`src/rtl/vend_pkg.sv`:
```
// Shared constants and types for the vending control stage: coin codes and
// their cent values, error codes, external state encodings, and the FSM enum.
package vend_pkg;

    localparam int IDX_W = 4;

    localparam logic [1:0] COIN_5   = 2'b00;
    localparam logic [1:0] COIN_10  = 2'b01;
    localparam logic [1:0] COIN_25  = 2'b10;
    localparam logic [1:0] COIN_100 = 2'b11;

    localparam logic [7:0] CENTS_5   = 8'd5;
    localparam logic [7:0] CENTS_10  = 8'd10;
    localparam logic [7:0] CENTS_25  = 8'd25;
    localparam logic [7:0] CENTS_100 = 8'd100;

    localparam logic [1:0] ERR_TIMEOUT   = 2'd0;
    localparam logic [1:0] ERR_FUNDS     = 2'd1;
    localparam logic [1:0] ERR_SOLD_OUT  = 2'd2;
    localparam logic [1:0] ERR_BAD_INDEX = 2'd3;

    localparam logic [1:0] ST_IDLE    = 2'b00;
    localparam logic [1:0] ST_COLLECT = 2'b01;
    localparam logic [1:0] ST_VEND    = 2'b10;
    localparam logic [1:0] ST_RETURN  = 2'b11;

    typedef enum logic [2:0] {
        FSM_IDLE,
        FSM_COLLECT,
        FSM_CHECK,
        FSM_REQ,
        FSM_REL,
        FSM_RETURN
    } fsm_t;

    // Cent value of a coin code.
    function automatic logic [7:0] coin_cents(input logic [1:0] code);
        case (code)
            COIN_5:  return CENTS_5;
            COIN_10: return CENTS_10;
            COIN_25: return CENTS_25;
            default: return CENTS_100;
        endcase
    endfunction

endpackage

```
`src/rtl/vend_credit_accum.sv`:
```
// Credit register: decodes coins, enforces the credit ceiling, flags refused
// coins, and clears when change has been returned.
module vend_credit_accum
    import vend_pkg::*;
#(
    parameter int CREDIT_W   = 8,
    parameter int MAX_CREDIT = 200
) (
    input  logic                clk,
    input  logic                rst,
    input  logic                coin_valid,
    input  logic [1:0]          coin_code,
    input  logic                accept_en,
    input  logic                drop_en,
    input  logic                clear,
    output logic [CREDIT_W-1:0] credit,
    output logic                coin_reject,
    output logic                coin_accepted
);

    logic [CREDIT_W-1:0] credit_reg;
    logic                coin_reject_reg;
    logic [CREDIT_W:0]   sum;
    logic                fits;

    // Candidate credit and ceiling test; a coin swallowed by a cancel is neither added nor refused.
    always_comb begin
        sum           = {1'b0, credit_reg} + (CREDIT_W+1)'(coin_cents(coin_code));
        fits          = (sum <= (CREDIT_W+1)'(MAX_CREDIT));
        coin_accepted = coin_valid && accept_en && !drop_en && fits;
    end

    // Credit register and one-cycle reject pulse.
    always_ff @(posedge clk) begin
        if (rst) begin
            credit_reg      <= '0;
            coin_reject_reg <= 1'b0;
        end else begin
            coin_reject_reg <= coin_valid && !drop_en && !(accept_en && fits);
            if (clear) begin
                credit_reg <= '0;
            end else if (coin_accepted) begin
                credit_reg <= sum[CREDIT_W-1:0];
            end
        end
    end

    assign credit      = credit_reg;
    assign coin_reject = coin_reject_reg;

endmodule

```
`src/rtl/vend_controller.sv`:
```
// Vending control stage: collects credit, checks a selection against price and
// stock, runs the four-phase decrement handshake with the inventory monitor,
// and returns change.
module vend_controller
    import vend_pkg::*;
#(
    parameter int NUM_SLOTS   = 8,
    parameter int PRICE_W     = 8,
    parameter int CREDIT_W    = 8,
    parameter int MAX_CREDIT  = 200,
    parameter int TIMEOUT_CYC = 64
) (
    input  logic                         clk,
    input  logic                         rst,
    input  logic                         coin_valid,
    input  logic [1:0]                   coin_code,
    input  logic                         select_valid,
    input  logic [IDX_W-1:0]             select_index,
    input  logic                         cancel,
    input  logic [NUM_SLOTS*PRICE_W-1:0] price_table,
    input  logic                         in_stock,
    input  logic                         reduce_inventory_done,
    output logic                         reduce_inventory,
    output logic [IDX_W-1:0]             cur_index,
    output logic [1:0]                   state,
    output logic [CREDIT_W-1:0]          credit,
    output logic                         coin_reject,
    output logic                         vend_done,
    output logic                         change_valid,
    output logic [CREDIT_W-1:0]          change_amount,
    output logic                         err_valid,
    output logic [1:0]                   err_code
);

    localparam int AMT_W  = (CREDIT_W > PRICE_W) ? CREDIT_W : PRICE_W;
    localparam int CNT_W  = (TIMEOUT_CYC > 2) ? $clog2(TIMEOUT_CYC) : 1;
    localparam int SLOT_W = (NUM_SLOTS > 1) ? $clog2(NUM_SLOTS) : 1;

    fsm_t                fsm_reg, fsm_next;
    logic                check_phase_reg;
    logic [CNT_W-1:0]    timer_reg;
    logic [IDX_W-1:0]    cur_index_reg;
    logic [PRICE_W-1:0]  price_reg;
    logic [CREDIT_W-1:0] change_reg;
    logic                err_valid_reg;
    logic [1:0]          err_code_reg;
    logic                vend_done_reg;

    logic [PRICE_W-1:0]  price_arr [NUM_SLOTS];
    logic [PRICE_W-1:0]  sel_price;
    logic [CREDIT_W-1:0] credit_val;
    logic coin_accepted, coin_open, cancel_go, select_go;
    logic index_bad, funds_low, check_fail, decide, timeout_hit, req_timeout, rel_exit;
    logic [1:0] fail_code;

    genvar gi;
    generate
        for (gi = 0; gi < NUM_SLOTS; gi++) begin : g_price
            assign price_arr[gi] = price_table[gi*PRICE_W +: PRICE_W];
        end
    endgenerate

    vend_credit_accum #(
        .CREDIT_W   (CREDIT_W),
        .MAX_CREDIT (MAX_CREDIT)
    ) u_credit (
        .clk           (clk),
        .rst           (rst),
        .coin_valid    (coin_valid),
        .coin_code     (coin_code),
        .accept_en     (coin_open),
        .drop_en       (cancel_go),
        .clear         (fsm_reg == FSM_RETURN),
        .credit        (credit_val),
        .coin_reject   (coin_reject),
        .coin_accepted (coin_accepted)
    );

    // Request qualification, price lookup and the prioritised CHECK verdict.
    always_comb begin
        coin_open   = (fsm_reg == FSM_IDLE) || (fsm_reg == FSM_COLLECT);
        cancel_go   = cancel && coin_open && (credit_val != '0);
        select_go   = select_valid && !coin_valid && !cancel_go && (fsm_reg == FSM_COLLECT);
        index_bad   = ({1'b0, cur_index_reg} >= (IDX_W+1)'(NUM_SLOTS));
        sel_price   = index_bad ? '0 : price_arr[cur_index_reg[SLOT_W-1:0]];
        funds_low   = AMT_W'(credit_val) < AMT_W'(sel_price);
        check_fail  = index_bad || funds_low || !in_stock;
        if (index_bad)      fail_code = ERR_BAD_INDEX;
        else if (funds_low) fail_code = ERR_FUNDS;
        else                fail_code = ERR_SOLD_OUT;
        decide      = (fsm_reg == FSM_CHECK) && check_phase_reg;
        timeout_hit = (timer_reg == CNT_W'(TIMEOUT_CYC - 1));
        req_timeout = (fsm_reg == FSM_REQ) && !reduce_inventory_done && timeout_hit;
        rel_exit    = (fsm_reg == FSM_REL) && !reduce_inventory_done;
    end

    // FSM state register.
    always_ff @(posedge clk) begin
        if (rst) fsm_reg <= FSM_IDLE;
        else     fsm_reg <= fsm_next;
    end

    // FSM next-state logic.
    always_comb begin
        fsm_next = fsm_reg;
        case (fsm_reg)
            FSM_IDLE: begin
                if (cancel_go)          fsm_next = FSM_RETURN;
                else if (coin_accepted) fsm_next = FSM_COLLECT;
            end
            FSM_COLLECT: begin
                if (cancel_go)      fsm_next = FSM_RETURN;
                else if (select_go) fsm_next = FSM_CHECK;
            end
            FSM_CHECK: begin
                if (decide) fsm_next = check_fail ? FSM_COLLECT : FSM_REQ;
            end
            FSM_REQ: begin
                if (reduce_inventory_done) fsm_next = FSM_REL;
                else if (timeout_hit)      fsm_next = FSM_RETURN;
            end
            FSM_REL: begin
                if (!reduce_inventory_done) fsm_next = FSM_RETURN;
            end
            FSM_RETURN: fsm_next = FSM_IDLE;
            default:    fsm_next = FSM_IDLE;
        endcase
    end

    // Datapath: CHECK phase, REQ timer, latched index/price/change and event pulses.
    always_ff @(posedge clk) begin
        if (rst) begin
            check_phase_reg <= 1'b0;
            timer_reg       <= '0;
            cur_index_reg   <= '0;
            price_reg       <= '0;
            change_reg      <= '0;
            err_valid_reg   <= 1'b0;
            err_code_reg    <= '0;
            vend_done_reg   <= 1'b0;
        end else begin
            check_phase_reg <= (fsm_reg == FSM_CHECK) && !check_phase_reg;
            timer_reg       <= (fsm_reg == FSM_REQ) ? timer_reg + CNT_W'(1) : '0;
            if (select_go) cur_index_reg <= select_index;
            if (decide)    price_reg     <= sel_price;
            if (cancel_go || req_timeout) begin
                change_reg <= credit_val;
            end else if (rel_exit) begin
                change_reg <= CREDIT_W'(AMT_W'(credit_val) - AMT_W'(price_reg));
            end
            err_valid_reg <= (decide && check_fail) || req_timeout;
            err_code_reg  <= (decide && check_fail) ? fail_code : ERR_TIMEOUT;
            vend_done_reg <= rel_exit;
        end
    end

    // Outputs decoded from the FSM and datapath registers.
    always_comb begin
        case (fsm_reg)
            FSM_IDLE:    state = ST_IDLE;
            FSM_COLLECT: state = ST_COLLECT;
            FSM_RETURN:  state = ST_RETURN;
            default:     state = ST_VEND;
        endcase
        reduce_inventory = (fsm_reg == FSM_REQ);
        change_valid     = (fsm_reg == FSM_RETURN) && (change_reg != '0);
        change_amount    = (fsm_reg == FSM_RETURN) ? change_reg : '0;
        cur_index        = cur_index_reg;
        credit           = credit_val;
        err_valid        = err_valid_reg;
        err_code         = err_code_reg;
        vend_done        = vend_done_reg;
    end

endmodule
```
`config.mk`:
```
export PLATFORM = sky130hd
export DESIGN_NAME = vend_controller
export DESIGN_NICKNAME = d
export VERILOG_FILES = /design/src/rtl/vend_pkg.sv /design/src/rtl/vend_credit_accum.sv /design/src/rtl/vend_controller.sv
export SDC_FILE = /design/constraint.sdc
export NUM_CORES = 1
export LEC_CHECK = 0
export ABC_AREA = 0
export CORE_MARGIN = 5
export CORE_UTILIZATION = 46
export CTS_CLUSTER_DIAMETER = 100
export DETAILED_ROUTE_END_ITERATION = 8
export HOLD_SLACK_MARGIN = 0.1
export PLACE_DENSITY_LB_ADDON = 0.2
export SETUP_SLACK_MARGIN = 0.15
export SLEW_MARGIN = 20
export SYNTH_ARGS = -nofsm -noshare
export SYNTH_HDL_FRONTEND = slang
export SYNTH_SLANG_ARGS = --single-unit
```
`constraint.sdc`:
```
create_clock -name clk -period 3.5 [get_ports clk]
set_input_delay 0.35 -clock clk [delete_from_list [all_inputs] [get_ports clk]]
set_output_delay 0.35 -clock clk [all_outputs]
set_load 0.01 [all_outputs]
```
; Word level (Yosys, flattened, before mapping)
; Index checks and enable logic that the tools add are counted.
; Widths: inputs -> output; s select.
[totals]
romBits = 0
output_inout_bits = 29
ram_bits = 0
input_bits = 77
ff_bits = 43
latchBits = 0
memories = 0
[classes]
n_bitwise = 3
add_sub_neg = 3
n_eq_ne = 13
order_cmp = 4
mux = 21
n_div = 0
n_mul = 0
n_reduce_logical = 38
shift = 0
[op_table]
columns = op, count
row1 = $mux 8, 6
row2 = $bmux 8 s3, 1
row3 = $mux 3, 8
row4 = $pmux 7 s3, 1
row5 = $logic_and 1x1->1, 18
row6 = $reduce_bool 8->1, 2
row7 = $pmux 3 s5, 1
row8 = $add 8x7->9, 1
row9 = $le 9x8->1 const B, 1
row10 = $ge 4x4->1 const B, 2
row11 = $lt 8x8->1, 1
row12 = $sub 8x8->8, 1
row13 = $add 6x1->6 const B, 1
row14 = $eq 3x2->1 const B, 2
row15 = $eq 3x3->1 const B, 2
row16 = $eq 6x6->1 const B, 1
row17 = $logic_not 1->1, 6
row18 = $mux 2, 3
row19 = $ne 3x3->1 const B, 2
row20 = $pmux 2 s3, 1
row21 = $reduce_or 2->1, 3
row22 = $logic_or 1x1->1, 5
row23 = $reduce_and 5->1, 1
row24 = $ne 2x2->1 const B, 2
row25 = other kinds (9), 10

; Logic depth before layout (Yosys ltp)
; Gate-level depths: netlist of run 1.
[logic_depth]
word_depth = 11
depth_mapped = 13
depth_no_buf = 11

; By module
; Synthesis of run 1 repeated with hierarchy kept, for this count alone.
[hier_totals]
cells_unflattened = 426
area_unflattened_um2 = 3707.3
[modules_own_cells]
columns = module, area_each_um2, cells_per_inst, seq_area_each_um2, n_inst
row1 = vend_controller, 2738.9, 308, 680.7, 1
row2 = vend_credit_accum, 968.4, 118, 180.2, 1

; Least setup slack after synthesis of run 1
; Ideal clock, no wire load.
[synth_path]
path_type = flip-flop to flip-flop
from = register cur_index_reg[0] (netlist: cur_index[0])
to = register err_valid_reg (netlist: err_valid)
t_arrival_ns = 3.152
period_less_slack_ns = 3.219
t_required_ns = 3.433
setup_time_ns = 0.067
path_slack_ns = 0.281
stages_incl_launch_ff = 14
path_cell_list = dfxtp_1 buf_6 buf_2 mux4_2 nand2_1 a21o_1 ha_1 a21o_1 a21oi_1 or4b_1 a221oi_2 nor2_1 a21o_1 a21oi_2
[synth_via]
elab_chain_cells = 10
elab_cells_between_ends = 11
cone_classes = order compare (2) / mux (4) / bitwise (1) / reduce/logical (4)
[synth_rtl]
columns = element, line
row1 = "start, declared", vend_controller.sv:42  ; logic [IDX_W-1:0] cur_index_reg;
row2 = "start signal, assigned", vend_controller.sv:144  ; if (select_go) cur_index_reg <= select_index;
row3 = $not 3->4 (implied by the code), vend_controller.sv:85  ; sel_price = index_bad ? '0 : price_arr[cur_index_reg[SLOT_W-1:0]];
row4 = $bmux 8 s3, vend_controller.sv:85
row5 = $mux 8 (implied by the code) (2 in series), vend_controller.sv:85
row6 = $mux 8, vend_controller.sv:85
row7 = $lt 8x8->1, vend_controller.sv:86  ; funds_low = AMT_W'(credit_val) < AMT_W'(sel_price);
row8 = $logic_or 1x1->1 (*) (2 in series), vend_controller.sv:87  ; check_fail = index_bad || funds_low || !in_stock;
row9 = $logic_and 1x1->1 (*), vend_controller.sv:151  ; err_valid_reg <= (decide && check_fail) || req_timeout;
row10 = $logic_or 1x1->1 (*), vend_controller.sv:151
row11 = "end signal, assigned", vend_controller.sv:151
row12 = "end, declared", vend_controller.sv:45  ; logic err_valid_reg;
; Every way passes the cells marked *; elsewhere a longest branch is shown, timed or not. The select of a mux whose other input is x is not followed.
; A chain may end at the register's enable or synchronous reset.

; Final worst setup path of run 1
[layout_path]
from = input port coin_code[0]
to = register u_credit.credit_reg[5] (netlist: u_credit.credit[5])
[layout_via]
elab_chain_cells = 5
elab_cells_between_ends = 7
cone_classes = add/sub (1) / order compare (1) / eq/ne (2) / mux (1) / reduce/logical (2)
[layout_rtl]
columns = element, line
row1 = "start, declared", vend_controller.sv:16  ; input logic [1:0] coin_code,
row2 = "$eq 2x2->1, or another cell as far along", vend_pkg.sv:38  ; case (code)
row3 = $pmux 7 s3 (*), vend_pkg.sv:38
row4 = $add 8x7->9 (*), vend_credit_accum.sv:28  ; sum = {1'b0, credit_reg} + (CREDIT_W+1)'(coin_cents(coin_code));
row5 = $le 9x8->1, vend_credit_accum.sv:29  ; fits = (sum <= (CREDIT_W+1)'(MAX_CREDIT));
row6 = $logic_and 1x1->1, vend_credit_accum.sv:30  ; coin_accepted = coin_valid && accept_en && !drop_en && fits;
row7 = "end signal, assigned", vend_credit_accum.sv:43  ; credit_reg <= sum[CREDIT_W-1:0];
row8 = "end, declared", vend_credit_accum.sv:21  ; logic [CREDIT_W-1:0] credit_reg;
; Every way passes the cells marked *; elsewhere a longest branch is shown, timed or not.

==> summary.md, run 1 <==
| Metric | Value |
|---|---|
| CP Class | `input pin to flop` |
| 1st-iter DRT viols | `235` |
| RSZ-0062 raised after global routing | `false` |
| Clk pin slew, worst setup/hold paths | `around 0.080 ns` |
| Hold Crit Depth | `1` |
| CORE AREA | `~7000 µm²` |
| Power Density | `551 nW/µm²` |
| ANT cells | `0` |
| Status | `finished, final reports clean` |
| First drt pass iteration count | `5` |
| RD Place Congestion | `0.812` |
| FMAX | `318 MHz` |
| Vias in the first global route | `3,147` |
| Final hold violations | `0` |
| Number of synthesized flops with an enable pin | `0` |
| IO buf count | `105` |
| Tightest Hold Check Type | `flop to flop` |
| Routed via count | `3,366` |
| Final nets | `601` |
| # Max-Cap Violations | `0` |
| Post-CTS Setup Repair Bufs | `0` |
| Worst rel slew slack | `46.6%` |
| Synthesized Nets | `502` |
| Dpl cells | `a little under 600` |
| Area delta synth->final | `38.0%` |
| Deepest clock path buffer count | `2` |
| Most frequent cell after synthesis | `nor2_1` |
| Site Rows | `31` |
| Clk_skew | `0.00984 ns` |
| IO Pins | `between 100 and 150` |
| Setup crit end kind | `flop` |
| Final Util | `64.6%` |
| Final Routed Wirelength | `9830 µm` |
| Synth top area share | `25.5%` |
| YS warnings | `0` |
| CTS tree | `yes` |
| Die Height | `95.7 µm` |
| Worst path max stage delay | `0.53 ns` |
| Critical Path AT | `3.34 ns` |
| Layout cell share with drive strength beyond 1 | `9.64%` |
| Sequential-to-total area share from yosys stat | `approximately a quarter` |
| H-tree levels | `2` |
| HPWL Detailed | `7900 µm` |
| Actual slew at the worst max-slew pin | `0.799 ns` |
| Routed Antenna Nets | `0` |
| Maximum fanout along the worst path | `8` |
| Area leader, netlist | `dfxtp_1` |
| Crit-path cells | `clkdlybuf4s50_1, inv_1, ha_1, inv_1, ha_1, o21ai_0, a31o_2, a221oi_2, xor2_1, o211ai_2, a31oi_1, a41o_1` |
| Async SR Flop Fraction | `0%` |
| Root Buffer | `clkbuf_8` |
| Crit path launch type | `input pin` |
| Post-Syn Area per Cell | `8.48 µm²` |
| Die width | `95.7 µm` |
| DR vias/cell | `5.64` |
| Grt total ovfl | `0` |
| Top FF cell, synth | `dfxtp_1` |
| Slowest CP cell | `clkdlybuf4s50_1` |
| Netlist cell types | `63` |
| Power Total | `2570 µW` |
| Clock Sinks | `43` |
| Top cells by area, synth | `dfxtp_1 25%, ha_1 9.3%, mux4_2 7.3%` |
| Initial Util | `about 47%` |
| Synth top cells by count | `46 x nor2_1, 43 x dfxtp_1, 26 x nand2_1` |
| Max rail drop VDD | `0.337 mV` |
| FF+latch count, synth | `43` |
| Min Tclk post-route | `3.14 ns` |
| Remaining DRCs | `0` |
| Mapped cell area | `3380 µm²` |
| Final Cycle Share | `between 80% and 90%` |
| GRT Total Usage | `20.9%` |
| Cells after Synth | `about 400` |
| Slew Viols, Final | `0` |
| WHS | `around 0.45 ns` |
| Layout Cells excl Fill | `597` |
| TritonCTS buffer count | `5` |
| First-pass GRT wire length | `15,200 µm` |
| Worst-skew pair later-pin latency | `0.30 ns` |
| Largest net degree at the start of global routing | `21` |
| DR WL/cell | `16.5 µm` |
| Die area | `9150 µm²` |
| Final setup vio count | `0` |
| Initial antenna violation count | `0` |
| Critical path required time | `3.70 ns` |
| Reg2reg path depth | `11` |
| Leakage power | `0.00186 µW` |
## area by class of cell
type	instances	area [µm²]
multi-input cells	313	2360
fillers	628	2550
repair buffers	115	1130
clock buffers	6	82.6
well taps	99	124
inverters	19	71.3
flip-flops and latches	43	861
clock inverters	2	35.0
## through the flow
step | TNS [ns] | instance area (µm²) | worst slack, ns
6_report | 0 | 4660 | 0.360
5_1_grt | 0 | 4660 | 0.144
4_1_cts | 0 | 4650 | 0.274
3_5_place_dp | -0.0520 | 4530 | -0.0288
3_3_place_gp | 0 | 4530 | 0.104
2_1_floorplan | 0 | 3380 | 0.281
## final timing paths
path                                   start                         endpoint  slack, ns
setup / recovery                coin_code[0]  u_credit.credit[5]$_SDFFE_PP0P_       0.36
hold reg to reg   check_phase_reg$_SDFF_PP0_       check_phase_reg$_SDFF_PP0_       0.45
setup reg to reg   cur_index[0]$_SDFFE_PP0P_          fsm_reg[1]$_SDFFE_PP0P_       0.38
hold / removal    check_phase_reg$_SDFF_PP0_       check_phase_reg$_SDFF_PP0_       0.45
## kinds of logic (layout without fill, tap and decap cells)
family | count (synthesis) | in the layout | synth area share [%]
simple gates | 154 | 154 | 22.6
compound gates | 99 | 99 | 20.3
flops | 43 | 43 | 25.5
buf+inv | 42 | 142 | 5.00
fa+ha+maj | 27 | 27 | 10.4
mux | 23 | 23 | 13.5
xor+xnor | 10 | 10 | 2.59
## power breakdown
part	leakage, µW	switching [µW]	internal, µW	total (µW)
logic	0.00145	741	662	1400
clock network	0.0000612	174	231	405
registers	0.000348	193	568	761
total	0.00186	1110	1460	2570
## routing by layer
layer	routed length (µm)	global-route usage (%)
met4	50	2.96
met2	4780	33.5
met1	4400	30.0
met5	0	0
met3	603	3.63
## worst max-delay path: cells and delay by family
kind                       cells  cell delay [ns]
xor gates and xnor gates       1             0.16
AOI/OAI and AO/OA              6             1.47
buffers and inverters          3             0.68
adders and majority gates      2             0.68
## cell usage in the layout, fill, tap and decap left out, types with 12 or more instances in the layout
master / Yosys / routed
a21oi_1: 25 / 25
nor2_1: 46 / 46
o21ai_0: 13 / 13
inv_1: 19 / 19
nand2_1: 26 / 26
a21o_1: 16 / 16
ha_1: 25 / 25
nand3_1: 19 / 19
clkdlybuf4s50_1: 0 / 105
and3_1: 12 / 12
dfxtp_1: 43 / 43
## repair_timing
action | in CTS | in global routing
endpoints found under the hold margin | 0 | 0
resized for setup | 0 | 2
endpoints found under the setup margin | 0 | 7
hold buffers | 0 | 0
Note: power is estimated with default switching activity, not from simulation.
==> inputs of run 2 (changes only) <==
--- a/config.mk
+++ b/config.mk
@@ -6,6 +6,7 @@
 export NUM_CORES = 1
 export LEC_CHECK = 0
 export ABC_AREA = 0
+export CAP_MARGIN = 20
 export CORE_MARGIN = 5
 export CORE_UTILIZATION = 46
 export CTS_CLUSTER_DIAMETER = 100
@@ -13,7 +14,7 @@
 export HOLD_SLACK_MARGIN = 0.1
 export PLACE_DENSITY_LB_ADDON = 0.2
 export SETUP_SLACK_MARGIN = 0.15
-export SLEW_MARGIN = 20
+export SLEW_MARGIN = 30
 export SYNTH_ARGS = -nofsm -noshare
 export SYNTH_HDL_FRONTEND = slang
 export SYNTH_SLANG_ARGS = --single-unit
==> results of run 2 <==
Final layout, timing and power as in run 1 (identical DEF).
==> inputs of run 3 (changes only) <==
--- a/config.mk
+++ b/config.mk
@@ -11,6 +11,7 @@
 export CORE_UTILIZATION = 46
 export CTS_CLUSTER_DIAMETER = 100
 export DETAILED_ROUTE_END_ITERATION = 8
+export GPL_ROUTABILITY_DRIVEN = 0
 export HOLD_SLACK_MARGIN = 0.1
 export PLACE_DENSITY_LB_ADDON = 0.2
 export SETUP_SLACK_MARGIN = 0.15
==> results of run 3 <==
Final layout, timing and power as in run 1 (identical DEF).
